$ cat config.mk
export PLATFORM = sky130hd
export DESIGN_NAME = router_fsm
export DESIGN_NICKNAME = d
export VERILOG_FILES = /design/src/rtl/router_fsm.sv
export SDC_FILE = /design/constraint.sdc
export NUM_CORES = 1
export LEC_CHECK = 0
export BUFFER_PORTS_ARGS = -buffer_cell sky130_fd_sc_hd__buf_2
export CORE_AREA = 5 5 42 44
export CTS_BUF_LIST = sky130_fd_sc_hd__clkbuf_2 sky130_fd_sc_hd__clkbuf_4 sky130_fd_sc_hd__clkbuf_8
export CTS_CLUSTER_SIZE = 10
export DETAILED_ROUTE_END_ITERATION = 10
export DIE_AREA = 0 0 47 49
export GPL_TIMING_DRIVEN = 0
export MAX_ROUTING_LAYER = met4
export PLACE_DENSITY_LB_ADDON = 0.3
export REMOVE_ABC_BUFFERS = 1
export SLEW_MARGIN = 30
export SYNTH_ARGS = -nofsm -noshare
export SYNTH_HDL_FRONTEND = slang
export SYNTH_SLANG_ARGS = --single-unit
$ cat constraint.sdc
create_clock -name clock -period 1.9 [get_ports clock]
set_input_delay 0 -clock clock [delete_from_list [all_inputs] [get_ports clock]]
set_output_delay 0 -clock clock [all_outputs]
set_load 0.05 [all_outputs]
$ cat src/rtl/router_fsm.sv
// Packet router control FSM: decodes the header address, sequences payload/parity
// loading into the selected output FIFO, and handles full, wait-empty and soft-reset cases.
module router_fsm (
   input  logic       clock,
   input  logic       reset,
   input  logic       pkt_valid,
   input  logic [1:0] data_in,
   input  logic       fifo_full,
   input  logic       fifo_empty_0,
   input  logic       fifo_empty_1,
   input  logic       fifo_empty_2,
   input  logic       soft_reset_0,
   input  logic       soft_reset_1,
   input  logic       soft_reset_2,
   input  logic       parity_done,
   input  logic       low_pkt_valid,
   output logic       detect_add,
   output logic       lfd_state,
   output logic       ld_state,
   output logic       laf_state,
   output logic       full_state,
   output logic       write_enb_reg,
   output logic       rst_int_reg,
   output logic       busy
);

   typedef enum logic [2:0] {
      DECODE_ADDRESS,
      LOAD_FIRST_DATA,
      LOAD_DATA,
      FIFO_FULL_STATE,
      LOAD_AFTER_FULL,
      LOAD_PARITY,
      CHECK_PARITY_ERROR,
      WAIT_TILL_EMPTY
   } state_t;

   state_t     state;
   state_t     state_next;
   logic [1:0] addr;

   // Index 3 is padded with 0 so address 3 never selects a FIFO or a soft reset.
   logic [3:0] empty_vec;
   logic [3:0] soft_vec;

   assign empty_vec = {1'b0, fifo_empty_2, fifo_empty_1, fifo_empty_0};
   assign soft_vec  = {1'b0, soft_reset_2, soft_reset_1, soft_reset_0};

   // NOTE: reset applies only to the state and address flops; no memory is involved.
   // NOTE: sequential state uses non-blocking assignments so all flops update together.
   always_ff @(posedge clock or posedge reset) begin
      if (reset) begin
         state <= DECODE_ADDRESS;
         addr  <= 2'd0;
      end else begin
         state <= state_next;
         if (state == DECODE_ADDRESS && pkt_valid)
            addr <= data_in;
      end
   end

   always_comb begin
      // NOTE: default first so every path assigns state_next and no latch is inferred.
      state_next = state;
      case (state)
         DECODE_ADDRESS: begin
            if (pkt_valid && data_in != 2'd3)
               state_next = empty_vec[data_in] ? LOAD_FIRST_DATA : WAIT_TILL_EMPTY;
         end
         WAIT_TILL_EMPTY: begin
            if (empty_vec[addr])
               state_next = LOAD_FIRST_DATA;
         end
         LOAD_FIRST_DATA: state_next = LOAD_DATA;
         LOAD_DATA: begin
            if (fifo_full)
               state_next = FIFO_FULL_STATE;
            else if (!pkt_valid)
               state_next = LOAD_PARITY;
         end
         FIFO_FULL_STATE: begin
            if (!fifo_full)
               state_next = LOAD_AFTER_FULL;
         end
         LOAD_AFTER_FULL: begin
            if (parity_done)
               state_next = DECODE_ADDRESS;
            else if (low_pkt_valid)
               state_next = LOAD_PARITY;
            else
               state_next = LOAD_DATA;
         end
         LOAD_PARITY: state_next = CHECK_PARITY_ERROR;
         CHECK_PARITY_ERROR: state_next = fifo_full ? FIFO_FULL_STATE : DECODE_ADDRESS;
         default: state_next = DECODE_ADDRESS;
      endcase

      // A flush of the FIFO currently being addressed abandons the packet from any state.
      if (soft_vec[addr])
         state_next = DECODE_ADDRESS;
   end

   assign detect_add    = (state == DECODE_ADDRESS);
   assign lfd_state     = (state == LOAD_FIRST_DATA);
   assign ld_state      = (state == LOAD_DATA);
   assign laf_state     = (state == LOAD_AFTER_FULL);
   assign full_state    = (state == FIFO_FULL_STATE);
   assign rst_int_reg   = (state == CHECK_PARITY_ERROR);
   assign write_enb_reg = (state == LOAD_DATA) || (state == LOAD_AFTER_FULL) ||
                          (state == LOAD_PARITY);
   assign busy          = !((state == DECODE_ADDRESS) || (state == LOAD_DATA));

endmodule

# ---- Word-level counts from Yosys, hierarchy flattened
# Index checks and enable logic that the tools add are counted.
dict set report totals {
  register_bits 5
  latch_bits 0
  ram_bits 0
  mem_bits_ro 0
  inputBits 14
  out_inout_bits 8
  word_cells 41
  mem_count 0
}
dict set report classes {
  add_sub_neg 0
  multipliers 0
  div 0
  n_lt_le_gt_ge 2
  n_eq_ne 12
  shifts 0
  muxes 17
  n_bitwise 0
  n_reduce_logical 8
}
# operator n
set ops {}
lappend ops {{$mux W3} 9}
lappend ops {{$pmux W3 S8} 1}
lappend ops {{$eq A3 B3 Y1 const B} 4}
lappend ops {{$bmux W1 S2} 3}
lappend ops {{$eq A3 B2 Y1 const B} 2}
lappend ops {{$lt A2 B3 Y1 const B} 2}
lappend ops {{$ne A4 B3 Y1 const B} 1}
lappend ops {{$reduce_and A4 Y1} 1}
lappend ops {{$eq A3 B1 Y1 const B} 1}
lappend ops {{$logic_not A3 Y1} 1}
lappend ops {{$logic_or A1 B1 Y1} 3}
lappend ops {{$mux W1} 3}
lappend ops {{$ne A3 B1 Y1 const B} 1}
lappend ops {{$ne A3 B2 Y1 const B} 1}
lappend ops {{$ne A3 B3 Y1 const B} 1}
lappend ops {{$logic_and A1 B1 Y1} 2}
lappend ops {{$mux W2} 1}
lappend ops {{$ne A2 B2 Y1 const B} 1}
lappend ops {{$logic_not A1 Y1} 1}

# ---- Depth between registers and ports, before layout
dict set report depth {
  depth_word 6
  ltp_mapped 5
  mapped_depth_nobuf 4
}

# ---- Worst setup path before layout
# OpenSTA, ideal clock, no wires.
dict set report synth_timing {
  kind {reg2reg}
  from {register state[2]}
  to {register state[2]}
  setup_time_ns 0.136
  arrival_ns 1.957
  t_required_ns 1.764
  slack_ns -0.193
  path_stages_with_launch 5
  path_buffers 1
  synth_period_minus_slack_ns 2.093
  cell_sequence {dfrtp_1 -> buf_4 -> nor3_1 -> a221o_1 -> o41ai_2}
}
dict set report synth_via {
  elab_chain_cells 3
  word_cells_on_any_way 15
  cone_classes {11 x eq/ne; 2 x mux; 2 x reduce/logical}
}
# item line
set synth_lines {}
lappend synth_lines {{start, declared} 38} ;# state_t state;
lappend synth_lines {{start signal, assigned} 56} ;# state <= state_next;
lappend synth_lines {{$eq A3 B1 Y1} --}
lappend synth_lines {{via lfd_state} 18} ;# output logic lfd_state,
lappend synth_lines {{$pmux W3 S8} 65} ;# case (state)
lappend synth_lines {{$mux W3} 99} ;# if (soft_vec[addr])
# The timed path passes the listed nets, and every way through them passes these cells.
# A chain may end at the register's enable or synchronous reset.

# ---- Final worst setup path
dict set report layout_timing {
  from {register state[0]}
  to {register state[1]}
}
dict set report layout_via {
  elab_chain_cells 3
  word_cells_on_any_way 15
  cone_classes {11 x eq/ne; 2 x mux; 2 x reduce/logical}
}
# item line
set layout_lines {}
lappend layout_lines {{$eq A3 B3 Y1 (tied with other cells)} 65}
lappend layout_lines {{$pmux W3 S8 (tied with other cells)} 65}
lappend layout_lines {{$mux W3 or $reduce_and A4 Y1 (tied branches)} --}
# Several ways; a longest one is shown, not always the timed one.

==> impl_results.md <==
- R2R Setup Slk: ~170 ps
- Dpl hpwl: a little over 1 mm
- CTS tree: built
- Cells on Worst Hold Path: 2
- Commonest register cell after synthesis: dfrtp_1
- GPL Wtd Cong: 0.833
- # clock sinks: 5
- Avg WL per Cell: around 12 um
- Total Wirelength: about 1.3 mm
- Initial Util: 38.3%
- Post-cts resize count: 0
- Post-synth EDFFs: 0
- Netlist cell types: 35
- Final setup vio count: 0
- Largest net degree at the start of global routing: 17
- Clock root buffer: clkbuf_4
- Max cap viols: 0
- Synthesized area per cell: around 8.5 sq um
- Pre-CTS WS: around 190 ps
- Detailed Routing Iterations Pass 1: 4
- CTS buffer count: 3
- Synth top area share: 23.3%
- Area Growth Syn to Fin: 27.3%
- Gr ovfl total: 0
- Worst setup EP type: flip-flop
- Commonest non-fill, non-tap cell in the layout: buf_2
- Setup tns final: 0 ps
- Vias: 550
- Antenna Violating Nets Remaining: 0
- Most frequent cells in the layout: 21 x buf_2, 7 x nor2_1, 5 x nand2_1, 5 x inv_1, 5 x dfrtp_1
- Final Power: about 1.2 mW
- Min Hold Slack: approximately 47 ps
- Gate Count Post-Synth: 63
- Slack of the critical path: between 150 and 200 ps
- Port Buf Inserts: 21
- Worst slew margin: 67.9%
- Placed cells: 98
- Sequential-to-total area share from yosys stat: about a quarter
- Critical path startpoint category: flip-flop
- Reg2reg path depth: 4
- Period minus WS final: between 1500 and 2000 ps
- CTS Buffer Depth: 2
- Die height: around 49 um
- Hold WC Path Type: input pin to flip-flop
- Core Footprint: 1400 sq um
- Reg clk slew, reported paths: roughly 40 ps
- Maximum clock rate: about 580 MHz
- Post-CTS Setup Bufs: 0
- Initial antenna violation count: 0
- Leakage power: 0.356 nW
- Hold_buf cts: 1
- Layout cells sized above 1: ~47%
- Max VDD drop: approximately 0.0008 V
- Nets@finish: roughly 100
- Cell area after layout: approximately 680 sq um
- Setup Crit Path Kind: flip-flop to flip-flop
- Ys Warns: 0
- Skew final: 1.10 ps
- FILL cells: 152
- RSZ-0062 raised after global routing: no
- First-pass GRT wire length: slightly above 2 mm
- Vias in the first global route: 508
- Via density: between 5 and 6
- Die area: 2300 sq um
- PD cells: about 1800 nW/um^2
- Post-synthesis register bit count: 5
- Finished Layout Cells: about 100
- Post-route DRC violation count: 0
- IO Count: 22
- Post-synth top area cell: dfrtp_1
- Max Slew Vio Count: 0
- Worst Tran Pin Value: just under 500 ps
- Row Count: 14
- Crit Path Max Fanout: 16
- Clk_lat worst skew: between 200 and 250 ps
- Placement Cell Area: 643 sq um
- H-tree depth: 1
- Status: completed
- Die W: 47 um
- Fin util: approximately 49%
- Cell area after synthesis: between 500 and 600 sq um
- CP Data Required Time: slightly above 2000 ps
- Synth area leaders: dfrtp_1 23%, nor2_1 4.9%, mux2_2 4.2%
- Total track usage: about an eighth
- Period Utilization, post-route: 91.0%
- Drt first-iter violations: 13
- N_diodes: 0
- Hold Fails Final Rpt: 0
- Asr flop ratio synth: 100%
- Crit path DAT: approximately 1900 ps
==> Yosys cell counts, types with 2 or more instances <==
| master | instances |
|---|---|
| nor2_1 | 7 |
| mux2i_1 | 2 |
| inv_1 | 5 |
| nor3_1 | 2 |
| dfrtp_1 | 5 |
| o21ai_0 | 4 |
| nand2_1 | 5 |
| mux2_2 | 2 |
| a21oi_1 | 3 |
| nand2b_1 | 2 |
| and2b_2 | 2 |
==> path summary, 6_finish.rpt <==
| kind | start | end |
|---|---|---|
| min in group asynchronous | reset | state[1]$_DFFE_PP0P_ |
| min reg2reg | addr[1]$_DFFE_PP0P_ | addr[1]$_DFFE_PP0P_ |
| max in group asynchronous | reset | addr[0]$_DFFE_PP0P_ |
| max reg2reg | state[0]$_DFFE_PP0P_ | state[1]$_DFFE_PP0P_ |
| max | state[0]$_DFFE_PP0P_ | state[1]$_DFFE_PP0P_ |
| min | data_in[1] | addr[1]$_DFFE_PP0P_ |
==> routing by layer <==
| layer | global-route usage [%] | up-vias | wire (um) |
|---|---|---|---|
| li1 | - | 289 | - |
| met3 | 1.11 | 3 | 35 |
| met5 | - | - | 0 |
| met2 | 17.9 | 16 | 607 |
| met4 | 5.53 | 0 | 18 |
| met1 | 15.6 | 242 | 602 |
==> flip-flops by register name, indices dropped and copies added (netlist names) <==
signal	cells
addr	2
state	3
==> critical path: stages (launching register included) <==
cell and delay [ps]:
dfrtp_1 550, or3b_1 460, a21o_2 210, nand3_2 100, mux2_4 300
==> kinds of logic after synthesis <==
group / share of synthesized area (%)
AOI/OAI and AO/OA: 32.6
buffers and inverters: 6.99
DFF: 23.3
muxes: 10.7
and+or+nand+nor: 26.3
==> where the power goes <==
part           total (mW)  switching, mW  internal [mW]
Combinational       0.789          0.510          0.279
Sequential          0.277          0.120          0.158
Clock               0.137         0.0438         0.0937
Total                1.20          0.673          0.530
==> area by class of cell <==
type	count	area, sq um	area share [%]
multi-input cells	51	374	54.8
flip-flops and latches	5	125	18.3
repair buffers	22	115	16.8
clock buffers	4	30.0	4.40
well taps	16	20.0	2.93
inverters	5	18.8	2.75
Note: power is estimated with default switching activity, not from simulation.
